### config.mk
export PLATFORM = sky130hd
export DESIGN_NAME = frame_buffer_rect_fill
export DESIGN_NICKNAME = d
export VERILOG_FILES = /design/src/rtl/frame_buffer_rect_fill.sv
export SDC_FILE = /design/constraint.sdc
export NUM_CORES = 1
export LEC_CHECK = 0
export BUFFER_PORTS_ARGS = -buffer_cell sky130_fd_sc_hd__buf_2
export CORE_UTILIZATION = 35
export CTS_CLUSTER_DIAMETER = 100
export CTS_CLUSTER_SIZE = 10
export DETAILED_ROUTE_END_ITERATION = 8
export SLEW_MARGIN = 20
export SYNTH_ARGS = -nofsm -noshare
export SYNTH_HDL_FRONTEND = slang
export SYNTH_SLANG_ARGS = --single-unit
export TNS_END_PERCENT = 5
### constraint.sdc
create_clock -name clk -period 7.2 [get_ports clk]
set_input_delay 0.72 -clock clk [delete_from_list [all_inputs] [get_ports clk]]
set_output_delay 0.72 -clock clk [all_outputs]
set_load 0.02 [all_outputs]
### src/rtl/frame_buffer_rect_fill.sv
// Solid-colour rectangle fill engine for the downscaled RGB332 frame buffer.
// Generates row-major BRAM writes, merging aligned 4-pixel groups into word writes.
module frame_buffer_rect_fill #(
   parameter int H_RES            = 400,
   parameter int V_RES            = 300,
   parameter int H_NUM_BITS       = 9,
   parameter int V_NUM_BITS       = 9,
   parameter int BUFFER_ADDR_BITS = 17,
   parameter int COLOR_WIDTH      = 8
) (
   input  logic                    clk,
   input  logic                    resetn,
   input  logic                    cmd_valid,
   output logic                    cmd_ready,
   input  logic [H_NUM_BITS-1:0]   cmd_x,
   input  logic [V_NUM_BITS-1:0]   cmd_y,
   input  logic [H_NUM_BITS:0]     cmd_w,
   input  logic [V_NUM_BITS:0]     cmd_h,
   input  logic [COLOR_WIDTH-1:0]  cmd_color,
   output logic                    busy,
   output logic                    done,
   output logic [31:0]             buffer_addr,
   output logic [31:0]             buffer_din,
   input  logic [31:0]             buffer_dout,
   output logic                    buffer_en,
   output logic                    buffer_rst,
   output logic [3:0]              buffer_we
);

   localparam int XW = H_NUM_BITS + 1;
   localparam int YW = V_NUM_BITS + 1;
   localparam int AW = BUFFER_ADDR_BITS;
   localparam logic [XW-1:0] H_RES_X = XW'(H_RES);
   localparam logic [YW-1:0] V_RES_Y = YW'(V_RES);
   localparam logic [XW:0]   H_RES_S = (XW+1)'(H_RES);
   localparam logic [YW:0]   V_RES_S = (YW+1)'(V_RES);
   localparam logic [AW-1:0] H_RES_A = AW'(H_RES);

   typedef enum logic [1:0] {IDLE, SETUP, FILL, DONE} state_t;
   state_t state_reg, state_next;

   logic [XW-1:0]          x0_reg, x_end_reg, cur_x_reg;
   logic [YW-1:0]          y_end_reg, cur_y_reg;
   logic [AW-1:0]          row_base_reg;
   logic [COLOR_WIDTH-1:0] color_reg;

   logic                   ready_reg, busy_reg, done_reg, en_reg;
   logic                   ready_next, busy_next, done_next, en_next;
   logic [3:0]             we_reg, we_next;
   logic [AW-1:0]          addr_reg, addr_next;
   logic [31:0]            din_reg, din_next;

   logic          accept, cmd_empty;
   logic [XW:0]   sum_x;
   logic [YW:0]   sum_y;
   logic [XW-1:0] clip_x;
   logic [YW-1:0] clip_y;

   logic          issue, word, row_end;
   logic [XW-1:0] src_x, span, adv_x, step_x;
   logic [YW-1:0] step_y;
   logic [AW-1:0] y_base, src_base, wr_addr, step_base;
   logic [3:0]    wr_we;
   logic [31:0]   fill_word;

   logic unused_dout;
   assign unused_dout = ^buffer_dout;

   genvar gi;
   generate
      for (gi = 0; gi < 32 / COLOR_WIDTH; gi++) begin : g_lane
         assign fill_word[gi*COLOR_WIDTH +: COLOR_WIDTH] = color_reg;
      end
   endgenerate

   // Far edges are clipped on one-bit-wider sums so large widths never wrap.
   assign accept    = cmd_valid && (state_reg == IDLE);
   assign sum_x     = {2'b00, cmd_x} + {1'b0, cmd_w};
   assign sum_y     = {2'b00, cmd_y} + {1'b0, cmd_h};
   assign clip_x    = (sum_x > H_RES_S) ? H_RES_X : sum_x[XW-1:0];
   assign clip_y    = (sum_y > V_RES_S) ? V_RES_Y : sum_y[YW-1:0];
   assign cmd_empty = (cmd_w == '0) || (cmd_h == '0) ||
                      ({1'b0, cmd_x} >= H_RES_X) || ({1'b0, cmd_y} >= V_RES_Y);

   // The generator runs one step ahead of the port: SETUP already issues the
   // first write so it lands on the registered outputs as FILL begins.
   assign y_base    = AW'(cur_y_reg) * H_RES_A;
   assign src_x     = (state_reg == SETUP) ? x0_reg : cur_x_reg;
   assign src_base  = (state_reg == SETUP) ? y_base : row_base_reg;
   assign issue     = (state_reg == SETUP) ||
                      ((state_reg == FILL) && (cur_y_reg != y_end_reg));
   assign span      = x_end_reg - src_x;
   assign word      = (src_x[1:0] == 2'b00) && (span >= XW'(4));
   assign wr_addr   = src_base + AW'(src_x);
   assign wr_we     = word ? 4'b1111 : (4'b0001 << wr_addr[1:0]);
   assign adv_x     = src_x + (word ? XW'(4) : XW'(1));
   assign row_end   = (adv_x == x_end_reg);
   assign step_x    = row_end ? x0_reg : adv_x;
   assign step_y    = row_end ? cur_y_reg + YW'(1) : cur_y_reg;
   assign step_base = row_end ? src_base + H_RES_A : src_base;

   always_ff @(posedge clk or negedge resetn) begin
      if (!resetn) begin
         state_reg <= IDLE;
      end else begin
         state_reg <= state_next;
      end
   end

   always_comb begin
      state_next = state_reg;
      case (state_reg)
         IDLE:    if (accept) state_next = cmd_empty ? DONE : SETUP;
         SETUP:   state_next = FILL;
         FILL:    if (!issue) state_next = DONE;
         DONE:    state_next = IDLE;
         default: state_next = IDLE;
      endcase
   end

   always_comb begin
      ready_next = (state_next == IDLE);
      busy_next  = (state_next != IDLE);
      done_next  = (state_next == DONE);
      en_next    = issue;
      we_next    = issue ? wr_we : 4'b0000;
      addr_next  = issue ? wr_addr : addr_reg;
      din_next   = issue ? fill_word : din_reg;
   end

   always_ff @(posedge clk or negedge resetn) begin
      if (!resetn) begin
         ready_reg    <= 1'b1;
         busy_reg     <= 1'b0;
         done_reg     <= 1'b0;
         en_reg       <= 1'b0;
         we_reg       <= 4'b0000;
         addr_reg     <= '0;
         din_reg      <= '0;
         x0_reg       <= '0;
         x_end_reg    <= '0;
         y_end_reg    <= '0;
         cur_x_reg    <= '0;
         cur_y_reg    <= '0;
         row_base_reg <= '0;
         color_reg    <= '0;
      end else begin
         ready_reg <= ready_next;
         busy_reg  <= busy_next;
         done_reg  <= done_next;
         en_reg    <= en_next;
         we_reg    <= we_next;
         addr_reg  <= addr_next;
         din_reg   <= din_next;
         if (accept) begin
            x0_reg    <= {1'b0, cmd_x};
            cur_y_reg <= {1'b0, cmd_y};
            x_end_reg <= clip_x;
            y_end_reg <= clip_y;
            color_reg <= cmd_color;
         end else if (issue) begin
            cur_x_reg    <= step_x;
            cur_y_reg    <= step_y;
            row_base_reg <= step_base;
         end
      end
   end

   assign cmd_ready   = ready_reg;
   assign busy        = busy_reg;
   assign done        = done_reg;
   assign buffer_en   = en_reg;
   assign buffer_we   = we_reg;
   assign buffer_addr = {{(32-AW){1'b0}}, addr_reg};
   assign buffer_din  = din_reg;
   assign buffer_rst  = 1'b0;

endmodule

==> results of run 1 <==
[critical path, delay by kind of cell, from the launching register on]
| family | cells | cell delay, ns |
|---|---|---|
| flip-flops | 1 | 0.38 |
| AND/OR/NAND/NOR | 3 | 1.23 |
| adder cells (fa/ha/maj) | 2 | 0.48 |
| buffers and inverters | 2 | 0.34 |
| multiplexers | 1 | 0.64 |
| AO/OA/AOI/OAI | 6 | 2.04 |
| XOR/XNOR | 3 | 0.57 |
[power groups by stage]
stage	logic (mW)	clock network [mW]	registers (mW)
floorplan	2.90	0	1.16
global placement	3.67	0	1.13
detailed placement	3.70	0	1.14
CTS	3.73	0.582	1.12
global route	4.18	0.604	1.17
finish	3.70	0.562	1.13
[Yosys cell counts, drive strengths merged (3+ instances only)]
cell	number
mux2	19
dfrtp	108
o21bai	13
nand3	23
o2111ai	4
a22oi	3
or4	9
xor2	24
fa	7
a211oi	6
o21a	3
clkbuf	27
nor4	12
a31oi	12
o21ai	45
inv	65
a21boi	7
a21o	16
nand2	152
o311ai	6
nor3b	3
o31ai	8
buf	54
o22a	3
and2	6
nand4	11
or3	11
a22o	6
a21oi	57
a311oi	5
o211ai	8
nor2	57
xnor2	50
nand2b	8
ha	67
or2	3
nor3	15
a211o	7
mux2i	21
and3	3
nor2b	10
[area by class of cell]
type	instances	area (um^2)
fillers	2417	14200
multi-input cells	759	5210
flip-flops and latches	109	2730
repair buffers	116	611
well taps	319	399
clock buffers	12	256
inverters	67	251
clock inverters	4	77.6
[how the worst max path moves through the flow]
stage	start	to	slack, ns	depth (start not counted)
2_1_floorplan	state_reg[1]	row_base_reg[7]	2.20	19
3_3_place_gp	state_reg[1]	cur_y_reg[5]	1.59	17
3_5_place_dp	state_reg[1]	cur_y_reg[3]	1.50	17
4_1_cts	state_reg[1]	cur_y_reg[3]	1.42	17
5_1_grt	state_reg[1]	cur_y_reg[3]	1.03	17
6_report	state_reg[1]	cur_y_reg[3]	1.42	17
[cell usage in the layout, fill, tap and decap left out, drive strengths merged, types with 12 or more instances in the layout]
| cell | instances |
|---|---|
| nor4 | 12 |
| conb | 16 |
| xnor2 | 50 |
| a31oi | 12 |
| nand2 | 152 |
| o21bai | 13 |
| mux2i | 21 |
| nand3 | 23 |
| buf | 116 |
| dfrtp | 108 |
| clkbuf | 12 |
| nor2 | 57 |
| inv | 67 |
| xor2 | 24 |
| mux2 | 19 |
| a21o | 16 |
| o21ai | 45 |
| nor3 | 15 |
| a21oi | 57 |
| ha | 67 |
[layer usage]
layer	up-vias	global-route usage, %	part of all wire [%]
li1	3586	-	-
met1	3306	24.1	52
met2	168	26.4	43
met3	19	2.61	4.4
met4	0	4.76	1.3
met5	-	0	0
[stage by stage]
stage	power [mW]	area, um^2	setup slack (ns)	hold slack, ns
after floorplan	4.05	8640	2.20	0.424
after global placement	4.80	9200	1.59	0.451
after detailed placement	4.84	9200	1.50	0.460
after CTS	5.43	9530	1.42	0.403
after global routing	5.96	9530	1.03	0.433
final	5.39	9530	1.42	0.375
[kinds of logic (layout without fill, tap and decap cells)]
logic type               count (synthesis)  after routing  synth area share (%)
adder cells (fa/ha/maj)                 75             75                  11.5
AO/OA/AOI/OAI                          228            228                  18.1
multiplexers                            40             40                  4.98
other                                    1             16                0.0437
flip-flops                             109            109                  31.8
AND/OR/NAND/NOR                        326            326                  17.5
buffers and inverters                  148            199                  8.45
XOR/XNOR                                74             74                  7.64
==> metrics.yaml, run 1 <==
outcome: "finished clean"
rows: 56
cts_resized: 0
hold_class: "primary input to asynchronous set/reset pin"
synthFlopType: "dfrtp_1"
grt_pass1_vias: 6699
syn_avg_cell_area_um2: 8.58
numClockSinks: 109
htreeDepth: 3
grt_max_degree: 63
antenna_left: 0
synth_area_leader_cell: "dfrtp_1"
critical_path_class: "flip-flop to flip-flop"
fin_util_pct: 40.1
hpwl_mm: 15.4
p_sw_mw: 2.67
swShare_pct: 49.6
drt-total-wl_mm: 20.2
fp.dieW_um: 159
crit_path_start_kind: "flip-flop"
cts_post_setup_buffers_inserted: 0
power_density_nw_per_um2: 565
path_cells: "inv_1, ha_2, mux2i_1, inv_1, xnor2_1, ha_1, a21o_1, a2111oi_1, nor2_1, xor2_1, o311a_1, o31ai_1, xnor2_1, o2111ai_2, or3_4, or4_1, a31oi_1"
fin_skew_ns: 0.00966
cts_root_buf: "clkbuf_16"
period_share_pct: 80.3
clock_latency_ns: 0.36
synth.distinct_cells: 73
cp.arrival_ns: 6.06
dieArea_um2: 25200
drt_first_iter_violations: 444
viasPerCell: 5.11
critPathMaxStageDelay_ns: 0.64
leakage_nw: 4.48
syn_inst: 1001
cp_max_fo: 32
drcViolationCount: 0
nets: 1217
grt_usage_pct: 16.9
core_um2: 23800
setup_tns_ns: 0
pwr-share-clk_pct: 10.4
synthTopCellsByArea: "dfrtp_1, ha_1, nand2_1, xnor2_1, buf_4"
pwr-share-seq_pct: 20.9
wl_per_cell_um: 14.6
synth_edf_count: 0
grt_first_pass_wirelength_mm: 33.8
layout-drive-gt1-share_pct: 16.0
ys_warn_count: 0
ir_drop_uv: 205
reg2reg_slack_ns: 1.42
worst_setup_path_end_kind: "flip-flop"
yosys.area.top_type_share_pct: 31.5
critPathSlowestCell: "mux2i_1"
clk_path_buf_depth: 2
p_int_mw: 2.71
synth_area_um2: 8590
dieHeight_um: 159
rsz0062_at_grt: "false"
dr.pass1.iters: 6
rr_endpoint: "cur_y_reg[3]"
cts_hold_buffers: 0
vias: 7079
r2r_cells: 17
worst_slew_margin_rel_pct: 46.9
antenna_cells: 0
final_cells: 1386
power_frac_comb_pct: 68.7
synth_seq_cells: 109
seq_area_frac_synth_pct: 31.8
tritoncts: "yes"
gp_congestion: 0.845
gr-total-overflow: 0
finalHoldViolations: 0
ys_async_sr_fraction_pct: 100
drv_slew: 0
antenna_found_initial: 0
initial_core_util_pct: 36.2
r2r-start: "state_reg[1]"
finalCriticalPeriod_ns: 5.78
clock.fmax_ghz: 0.173
cts_buffers: 9
finalSetupViolCount: 0
clk_pin_slew_worst_paths_ns: 0.07
numPlacedInstances: 1370
worstMarginPinSlew_ns: 0.796
portBuffers: 105
syn_to_final_growth_pct: 11.0
io_pins: 154
worstPathRequired_ns: 7.48
cap_viol_max_count: 0
No activity file was read; power rests on OpenSTA's default activity.
==> run 2: changes to the inputs <==
clock period = 4.8 ns   (was 7.2 ns; I/O delays follow)
==> run 2 against run 1 <==
- clock power grew 31%
- critical endpoint unchanged
- sequential cell count is the same
- total power grew 64%
- global-route usage grew 0.33 points
- critical path type unchanged
- first-iteration DRC count grew 6.1%
==> metrics.yaml, run 2 (same netlist as run 1, synthesis figures left out) <==
outcome: "finished clean"
antenna_cells: 0  # unchanged
drcViolationCount: 0  # unchanged
clock.fmax_ghz: 0.217  # +26%
seq_area_um2: 2730  # unchanged
clk_path_buf_depth: 2  # unchanged
cap_viol_max_count: 0  # unchanged
gp_congestion: 0.908  # +7.5%
vias: 7315  # +3.3%
worst_slew_margin_rel_pct: 56.1  # +9.1 points
leakage_nw: 4.82  # +7.5%
dr.pass1.iters: 5  # -1
n_fill_cell: 2372  # -1.9%
initial_core_util_pct: 36.2  # unchanged
final_cell_mix: "nand2_1, dfrtp_1, buf_2"
period_share_pct: 95.9  # +16 points
grt_usage_pct: 17.3  # +0.33 points
drv_slew: 0  # unchanged
worstMarginPinSlew_ns: 0.659  # -0.137 ns
dpl_cell_area_um2: 9650  # +5.0%
antenna_found_initial: 0  # unchanged
crit_path_start_kind: "flip-flop"
reg2reg_slack_ns: 0.20  # -1.22 ns
htreeDepth: 3  # unchanged
wl_per_cell_um: 14.4  # -1.3%
portBuffers: 105  # unchanged
viasPerCell: 5.05  # -1.2%
drt_first_iter_violations: 471  # +6.1%
grt_pass1_vias: 6687  # -0.18%
finalSetupViolCount: 0  # unchanged
power_density_nw_per_um2: 870  # +54%
numClockSinks: 109  # unchanged
final_common_cell: "nand2_1"
crit_start: "state_reg[1]"
drt-total-wl_mm: 20.9  # +3.2%
dieArea_um2: 25200  # unchanged
layout-drive-gt1-share_pct: 23.0  # +7.0 points
hpwl_mm: 15.9  # +3.5%
syn_to_final_growth_pct: 18.4
worstPathRequired_ns: 5.10  # -2.38 ns
total_power_mw: 8.85  # +64%
cp_max_fo: 8  # -75%
hold_class: "primary input to asynchronous set/reset pin"
r2r_cells: 18  # +1
clock_latency_ns: 0.37  # about the same
rows: 56  # unchanged
core_um2: 23800  # unchanged
rr_endpoint: "cur_y_reg[3]"
ir_drop_uv: 413  # +100%
clk_pin_slew_worst_paths_ns: 0.08  # about the same
final_cell_area_um2: 10200  # +6.7%
cp.arrival_ns: 4.90  # -1.16 ns
antenna_left: 0  # unchanged
dieHeight_um: 159  # unchanged
critical_path_class: "flip-flop to flip-flop"
grt_first_pass_wirelength_mm: 34.1  # +0.94%
io_pins: 154  # unchanged
cts_root_buf: "clkbuf_16"
finalCriticalPeriod_ns: 4.60  # -1.18 ns
fp.dieW_um: 159  # unchanged
worst_setup_path_end_kind: "flip-flop"
finalHoldViolations: 0  # unchanged
multi_input_area_um2: 5400  # +3.6%
nets: 1280  # +5.2%
fin_skew_ns: 0.00863  # -0.00103 ns
cts_buffers: 9  # unchanged
r2r-start: "state_reg[1]"
cts_hold_buffers: 0  # unchanged
gr-total-overflow: 0  # unchanged
tritoncts: "yes"
grt_max_degree: 59  # -6.3%
==> run 2: final cells by class <==
type                       instances  share of cell area, %
clock buffer                       9                   2.21
clock inverter                     7                  0.566
inverter                          67                   2.47
multi-input combinational        759                   53.1
sequential                       109                   26.8
tap                              319                   3.92
timing repair buffer             179                   10.9
==> run 2: worst max-delay path, stage by stage (launching register included) <==
cell	delay, ns
dfrtp_1	0.39
inv_2	0.08
ha_4	0.23
mux2_2	0.36
inv_1	0.08
ha_1	0.27
a21oi_2	0.18
mux2i_1	0.22
o211ai_1	0.12
a311oi_2	0.35
a31oi_4	0.07
and2_4	0.19
a311o_2	0.41
mux2i_1	0.20
a311oi_2	0.12
buf_4	0.18
or3_4	0.42
or4_1	0.48
a31oi_1	0.16
==> run 2: metal layers <==
metal / part of all wire, % / GRT usage [%] / wire (um)
met5: 0 / 0 / 0
met4: 1.1 / 4.62 / 237
met3: 5.4 / 2.59 / 1120
met2: 41 / 25.1 / 8560
met1: 52 / 26.1 / 10900
==> run 2: power breakdown <==
group	total, mW	switching (mW)	internal, mW
clock network	0.738	0.377	0.360
registers	1.68	0.363	1.32
logic	6.43	3.59	2.84
total	8.85	4.33	4.52
==> run 2: worst max-delay path by stage <==
stage	cells after the start	slack, ns	to
3_5_place_dp	17	-0.008	row_base_reg[14]
5_1_grt	19	-0.009	cur_y_reg[3]
4_1_cts	19	0.07	row_base_reg[14]
6_report	18	0.20	cur_y_reg[3]
2_1_floorplan	20	0.01	row_base_reg[7]
3_3_place_gp	17	0.03	cur_y_reg[3]
==> run 2: what timing repair did <==
item,4_1_cts,5_1_grt
resized for setup,2,37
setup buffers,0,4
gates cloned,0,0
setup endpoints to repair,4,30
endpoints found under the hold margin,0,0
pin swaps,0,17
==> run 2: per-stage QoR <==
stage                     utilization [%]  cells  hold slack [ns]  setup WS, ns  setup TNS (ns)
final                                42.8   1449           0.0809         0.195               0
after global routing                 42.8   1449            0.127      -0.00930         -0.0143
after CTS                            41.9   1445           0.0913        0.0682               0
after detailed placement             40.6   1429            0.460      -0.00770        -0.00770
after global placement               40.6   1429            0.453        0.0324               0
after floorplan                         -   1016            0.184        0.0149               0
